===== src/rtl/conv_enc_tx_pkg.sv =====
// Shared Viterbi datapath definitions: default code constants, encoder state
// type and the parity helper used by both encoder and decoder tables.
package viterbi_pkg;

  localparam int unsigned K = 3;
  localparam logic [K-1:0] G0 = 3'b111;
  localparam logic [K-1:0] G1 = 3'b101;

  typedef enum logic [1:0] {
    IDLE = 2'd0,
    DATA = 2'd1,
    TAIL = 2'd2
  } enc_state_t;

  // Operands are zero-extended to 32 bits so one function serves any K <= 32.
  function automatic logic parity(input logic [31:0] poly, input logic [31:0] window);
    return ^(poly & window);
  endfunction

endpackage


===== src/rtl/conv_enc_tx_if.sv =====
// Stream interface of the convolutional encoder: bit input, pair output, status.
interface conv_enc_tx_if;
  logic       in_valid;
  logic       in_ready;
  logic       in_bit;
  logic       in_last;
  logic       out_valid;
  logic       out_ready;
  logic [1:0] out_pair;
  logic       out_last;
  logic       busy;

  modport master (
    output in_valid, in_bit, in_last, out_ready,
    input  in_ready, out_valid, out_pair, out_last, busy
  );

  modport slave (
    input  in_valid, in_bit, in_last, out_ready,
    output in_ready, out_valid, out_pair, out_last, busy
  );
endinterface


===== src/rtl/conv_enc_tx_pair_gen.sv =====
// Combinational map from encoder window {b, sr} to the rate-1/2 code pair.
module enc_pair_gen
  import viterbi_pkg::*;
#(
  parameter int unsigned    K  = viterbi_pkg::K,
  parameter logic [K-1:0]   G0 = viterbi_pkg::G0,
  parameter logic [K-1:0]   G1 = viterbi_pkg::G1
) (
  input  logic [K-1:0] window,
  output logic [1:0]   pair
);

  always_comb begin
    pair    = '0;
    pair[1] = parity(32'(G0), 32'(window));
    pair[0] = parity(32'(G1), 32'(window));
  end

endmodule


===== src/rtl/conv_enc_tx.sv =====
// Rate-1/2 convolutional encoder with zero-tail frame termination and a
// registered, backpressure-aware output stage.
module conv_enc_tx
  import viterbi_pkg::*;
#(
  parameter int unsigned  K  = viterbi_pkg::K,
  parameter logic [K-1:0] G0 = viterbi_pkg::G0,
  parameter logic [K-1:0] G1 = viterbi_pkg::G1
) (
  input  logic         clk,
  input  logic         rst_n,
  conv_enc_tx_if.slave bus
);

  localparam int unsigned     TW        = $clog2(K) + 1;
  localparam logic [TW-1:0]   TAIL_INIT = TW'(K - 1);

  enc_state_t     state, state_nx;
  logic [K-2:0]   sr, sr_nx;
  logic [TW-1:0]  tail_cnt, tail_cnt_nx;
  logic [1:0]     pair_q, pair_nx, pair_enc;
  logic           valid_q, valid_nx;
  logic           last_q, last_nx;
  logic           slot_free, in_rdy, accept, tail_step, tail_done, b;
  logic [K-1:0]   window;

  assign slot_free = !valid_q || bus.out_ready;
  assign in_rdy    = slot_free && (state != TAIL);
  assign accept    = bus.in_valid && in_rdy;
  assign tail_step = (state == TAIL) && slot_free;
  assign tail_done = (tail_cnt == TW'(1));
  assign b         = (state == TAIL) ? 1'b0 : bus.in_bit;
  assign window    = {b, sr};

  enc_pair_gen #(.K(K), .G0(G0), .G1(G1)) u_pair_gen (
    .window (window),
    .pair   (pair_enc)
  );

  always_ff @(posedge clk) begin
    if (!rst_n) begin
      state    <= IDLE;
      sr       <= '0;
      tail_cnt <= TAIL_INIT;
      pair_q   <= '0;
      valid_q  <= 1'b0;
      last_q   <= 1'b0;
    end else begin
      state    <= state_nx;
      sr       <= sr_nx;
      tail_cnt <= tail_cnt_nx;
      pair_q   <= pair_nx;
      valid_q  <= valid_nx;
      last_q   <= last_nx;
    end
  end

  // Input acceptance and tail steps are mutually exclusive (in_ready is low in
  // TAIL), so one priority chain covers every update of the encoder state.
  always_comb begin
    state_nx    = state;
    sr_nx       = sr;
    tail_cnt_nx = tail_cnt;
    pair_nx     = pair_q;
    valid_nx    = valid_q;
    last_nx     = last_q;
    if (accept) begin
      sr_nx    = window[K-1:1];
      pair_nx  = pair_enc;
      valid_nx = 1'b1;
      last_nx  = 1'b0;
      state_nx = bus.in_last ? TAIL : DATA;
    end else if (tail_step) begin
      sr_nx    = window[K-1:1];
      pair_nx  = pair_enc;
      valid_nx = 1'b1;
      last_nx  = tail_done;
      if (tail_done) begin
        state_nx    = IDLE;
        tail_cnt_nx = TAIL_INIT;
      end else begin
        tail_cnt_nx = tail_cnt - TW'(1);
      end
    end else if (bus.out_ready) begin
      valid_nx = 1'b0;
      last_nx  = 1'b0;
    end
  end

  assign bus.in_ready  = in_rdy;
  assign bus.out_valid = valid_q;
  assign bus.out_pair  = pair_q;
  assign bus.out_last  = last_q;
  assign bus.busy      = (state != IDLE) || valid_q;

endmodule


===== src/flat_wrapper.sv =====
// flat-port wrapper written by rule: the top's interface ports become plain ports
module conv_enc_tx_flat import viterbi_pkg::*;
#(
  parameter int unsigned  K  = viterbi_pkg::K,
  parameter logic [K-1:0] G0 = viterbi_pkg::G0,
  parameter logic [K-1:0] G1 = viterbi_pkg::G1
)
  (clk, rst_n, bus_in_valid, bus_in_bit, bus_in_last, bus_out_ready, bus_in_ready, bus_out_valid, bus_out_pair, bus_out_last, bus_busy);
  conv_enc_tx_if bus_i ();
  input  logic clk;
  input  logic rst_n;
  input wire logic [$bits(bus_i.in_valid)-1:0] bus_in_valid;
  input wire logic [$bits(bus_i.in_bit)-1:0] bus_in_bit;
  input wire logic [$bits(bus_i.in_last)-1:0] bus_in_last;
  input wire logic [$bits(bus_i.out_ready)-1:0] bus_out_ready;
  output wire logic [$bits(bus_i.in_ready)-1:0] bus_in_ready;
  output wire logic [$bits(bus_i.out_valid)-1:0] bus_out_valid;
  output wire logic [$bits(bus_i.out_pair)-1:0] bus_out_pair;
  output wire logic [$bits(bus_i.out_last)-1:0] bus_out_last;
  output wire logic [$bits(bus_i.busy)-1:0] bus_busy;
  assign bus_i.in_valid = bus_in_valid;
  assign bus_i.in_bit = bus_in_bit;
  assign bus_i.in_last = bus_in_last;
  assign bus_i.out_ready = bus_out_ready;
  assign bus_in_ready = bus_i.in_ready;
  assign bus_out_valid = bus_i.out_valid;
  assign bus_out_pair = bus_i.out_pair;
  assign bus_out_last = bus_i.out_last;
  assign bus_busy = bus_i.busy;
  conv_enc_tx #(.K(K), .G0(G0), .G1(G1)) u_core (.clk(clk), .rst_n(rst_n), .bus(bus_i));
endmodule

===== config.mk =====
export PLATFORM = sky130hd
export DESIGN_NAME = conv_enc_tx_flat
export DESIGN_NICKNAME = d
export VERILOG_FILES = /design/src/rtl/conv_enc_tx_pkg.sv /design/src/rtl/conv_enc_tx_if.sv /design/src/rtl/conv_enc_tx_pair_gen.sv /design/src/rtl/conv_enc_tx.sv /design/src/flat_wrapper.sv
export SDC_FILE = /design/constraint.sdc
export NUM_CORES = 1
export LEC_CHECK = 0
export ABC_AREA = 1
export CAP_MARGIN = 20
export CORE_AREA = 2 2 39 41
export DETAILED_ROUTE_END_ITERATION = 12
export DIE_AREA = 0 0 41 43
export GPL_ROUTABILITY_DRIVEN = 0
export HOLD_SLACK_MARGIN = 0.12
export PLACE_DENSITY_LB_ADDON = 0.1
export SLEW_MARGIN = 5
export SYNTH_ARGS = -nofsm -noshare
export SYNTH_HDL_FRONTEND = slang
export SYNTH_SLANG_ARGS = --single-unit

===== constraint.sdc =====
create_clock -name clk -period 3.4 [get_ports clk]
set_clock_uncertainty 0.1 [all_clocks]
set_input_delay 0.34 -clock clk [delete_from_list [all_inputs] [get_ports clk]]
set_output_delay 0.34 -clock clk [all_outputs]
set_load 0.01 [all_outputs]

==> flow_summary.yaml <==
sta:
  final_max_slew_viol_count: 0
  setup_ws_ns: 1.29
  grt_setup_unrepaired: "false"
  fmax_ghz: 0.474
  finalSetupViolCount: 0
  slew-limit-headroom_pct: 79.8
  worst_pin_slew_ns: 0.302
  post-route-period-util_pct: 62.1
  final_hold_viol_count: 0
  tns_ns: 0
  fin_crit_ns: 2.11
run_status:
  status: "finished, final reports clean"
synth:
  seq_area_frac_synth_pct: 36.1
  synth.cell_area_um2: 609
  ys_ff_latch: 11
  ys_warn_count: 0
  synth_nets: 102
  postSynthAreaPerCell_um2: 6.48
  syn_inst: 94
  ys_types: 20
die:
  core_um2: 1380
  num_rows: 14
  dieArea_um2: 1760
  die_y_um: 43
  die_w_um: 41
  io_pins: 12
  start_util_pct: 44.0
route:
  wl_per_cell_um: 8.98
  ant_nets: 0
  drt_first_pass_iters: 4
  route.detailed.vias_per_inst: 4.71
  drt_iter0_drc: 15
  vias: 584
  wirelength_mm: 1.11
  drcViolationCount: 0
clock_network:
  cts_sinks: 11
  cts_root_buf: "clkbuf_4"
  ctsResizeCount: 0
  postCtsSetupRepairBufs: 0
  clk_latency_ns: 0.27
  numCtsBuffers: 3
  cts_hold_buffers: 0
  cts_buffer_depth: 2
  clkTransAtPathRegs_ns: 0.07
  htree_levels: 1
  cts_tree: "done"
final_layout:
  antennaDiodeCount: 0
  syn_to_final_growth_pct: 25.1
  drive_gt1_share_pct: 9.26
  fin_nets: 117
  fin_util_pct: 55.1
power_and_ir_drop:
  power_switching_share_pct: 30.6
  seqPwrFrac_pct: 46.2
  vdd_drop_max_mv: 0.236
  combPwrFrac_pct: 25.3
  switchingPower_uw: 98.2
  internal_power_uw: 222
  p_per_area_nw_per_um2: 421
  p_leak_uw: 0.000377
  clock_power_share_pct: 28.5
hold_path:
  hold_class: "flop to flop"
global_routing:
  grt_pass1_vias: 498
  grt_overflow: 0
  grt_util_all_layers_pct: 15.8
  grt_antenna_before_repair: 0
  grt_pass1_wl_mm: 1.91
  grt_max_degree: 9
critical_path:
  worst_setup_path_start_kind: "input pin"
  critPathSlowestCell: "clkdlybuf4s50_1"
  required_ns: 2.96
  worstSetupEndpointType: "primary output"
  criticalPathCategory: "input pin to primary output"
  cp.arrival_ns: 1.67
  crit_chain: "clkdlybuf4s50_1 > inv_1 > nand2_2 > nand2_1 > inv_1 > clkdlybuf4s50_1"
  slowest_delay_ns: 0.52
  crit_fanout: 8
place:
  post-place-ws_ns: 1.29
  hpwl_um: 882
  portBuffers: 11
job:
  maxCapViolations: 0
[stage by stage]
stage | total power (uW) | std cells | hold WS, ns | area (um2)
final | 321 | 124 | 0.381 | 762
after CTS | 324 | 124 | 0.387 | 762
after detailed placement | 233 | 120 | 0.376 | 736
after global placement | 232 | 120 | 0.373 | 736
after floorplan | 202 | 94 | 0.360 | 609
after global routing | 340 | 124 | 0.419 | 762
[cell type report]
| cell class | count | area [um2] |
|---|---|---|
| Timing Repair Buffer | 11 | 110 |
| Inverter | 18 | 67.6 |
| Clock buffer | 4 | 26.3 |
| Sequential cell | 11 | 220 |
| Tap cell | 16 | 20.0 |
| Fill cell | 136 | 622 |
| Multi-Input combinational cell | 64 | 318 |
[power by group through the flow]
stage	clock, uW	combinational [uW]	sequential [uW]
after floorplan	0	50.6	152
after global placement	0	80.4	151
after detailed placement	0	81.5	151
after CTS	93.9	81.9	148
after global routing	96.1	93.8	150
final	91.4	81.2	148
[placed cells by master (no fill, tap or decap)]
| cell | instances |
|---|---|
| o21ai_0 | 1 |
| clkbuf_4 | 3 |
| nand3_2 | 1 |
| nand2_2 | 2 |
| clkbuf_1 | 1 |
| inv_2 | 2 |
| clkinv_1 | 1 |
| nor2_1 | 9 |
| inv_1 | 15 |
| ha_1 | 2 |
| nor2_4 | 1 |
| o21bai_1 | 1 |
| a21boi_0 | 1 |
| o21ai_1 | 2 |
| a21oi_1 | 6 |
| or2_1 | 1 |
| clkdlybuf4s50_1 | 11 |
| nand2_1 | 28 |
| nand2_4 | 1 |
| dfxtp_1 | 11 |
| nand3_1 | 6 |
| nand4_1 | 2 |
[cells by family after synthesis]
logic type | after synthesis | share of synthesized area, %
fa+ha+maj | 2 | 4.11
simple gates | 51 | 38.2
flops | 11 | 36.1
compound gates | 11 | 9.86
buf+inv | 19 | 11.7
[flip-flops by register name, summed over array words and instances (netlist names)]
name and cells:
u_core.bus.out_last 1, u_core.bus.out_pair 2, u_core.bus.out_valid 1, u_core.sr 2, u_core.state 2, u_core.tail_cnt 3
[layer usage]
layer  track usage (%)  up-vias  share of wire (%)
li1                  -      322                  -
met1              22.1      248                 50
met2              22.2       12                 44
met3              3.14        2                5.1
met4              8.00        0               0.72
met5                 0        -                  0
[Yosys cell counts, drive strengths merged]
| cell type | n | area (um2) |
|---|---|---|
| a21boi | 1 | 7.51 |
| a21oi | 6 | 30.0 |
| clkinv | 1 | 3.75 |
| or2 | 1 | 6.26 |
| o21ai | 3 | 15.0 |
| nand4 | 2 | 12.5 |
| nor2 | 10 | 45.0 |
| nand2 | 31 | 129 |
| o21bai | 1 | 7.51 |
| clkbuf | 1 | 3.75 |
| ha | 2 | 25.0 |
| nand3 | 7 | 40.0 |
| inv | 17 | 63.8 |
| dfxtp | 11 | 220 |
[worst paths after layout]
check                                          from                   to  slack, ns  cells after the start
worst max-delay path                  bus_out_ready         bus_in_ready       1.29                      6
worst min-delay path            u_core.bus.out_last  u_core.bus.out_last       0.38                      2
worst max register to register   u_core.tail_cnt[1]   u_core.tail_cnt[1]       2.10                      7
worst min register to register  u_core.bus.out_last  u_core.bus.out_last       0.38                      2
[critical path: cells and delay by family]
kind          cells  cell delay (ns)
buf+inv           4             1.07
simple gates      2             0.25
Note: power is estimated with default switching activity, not from simulation.
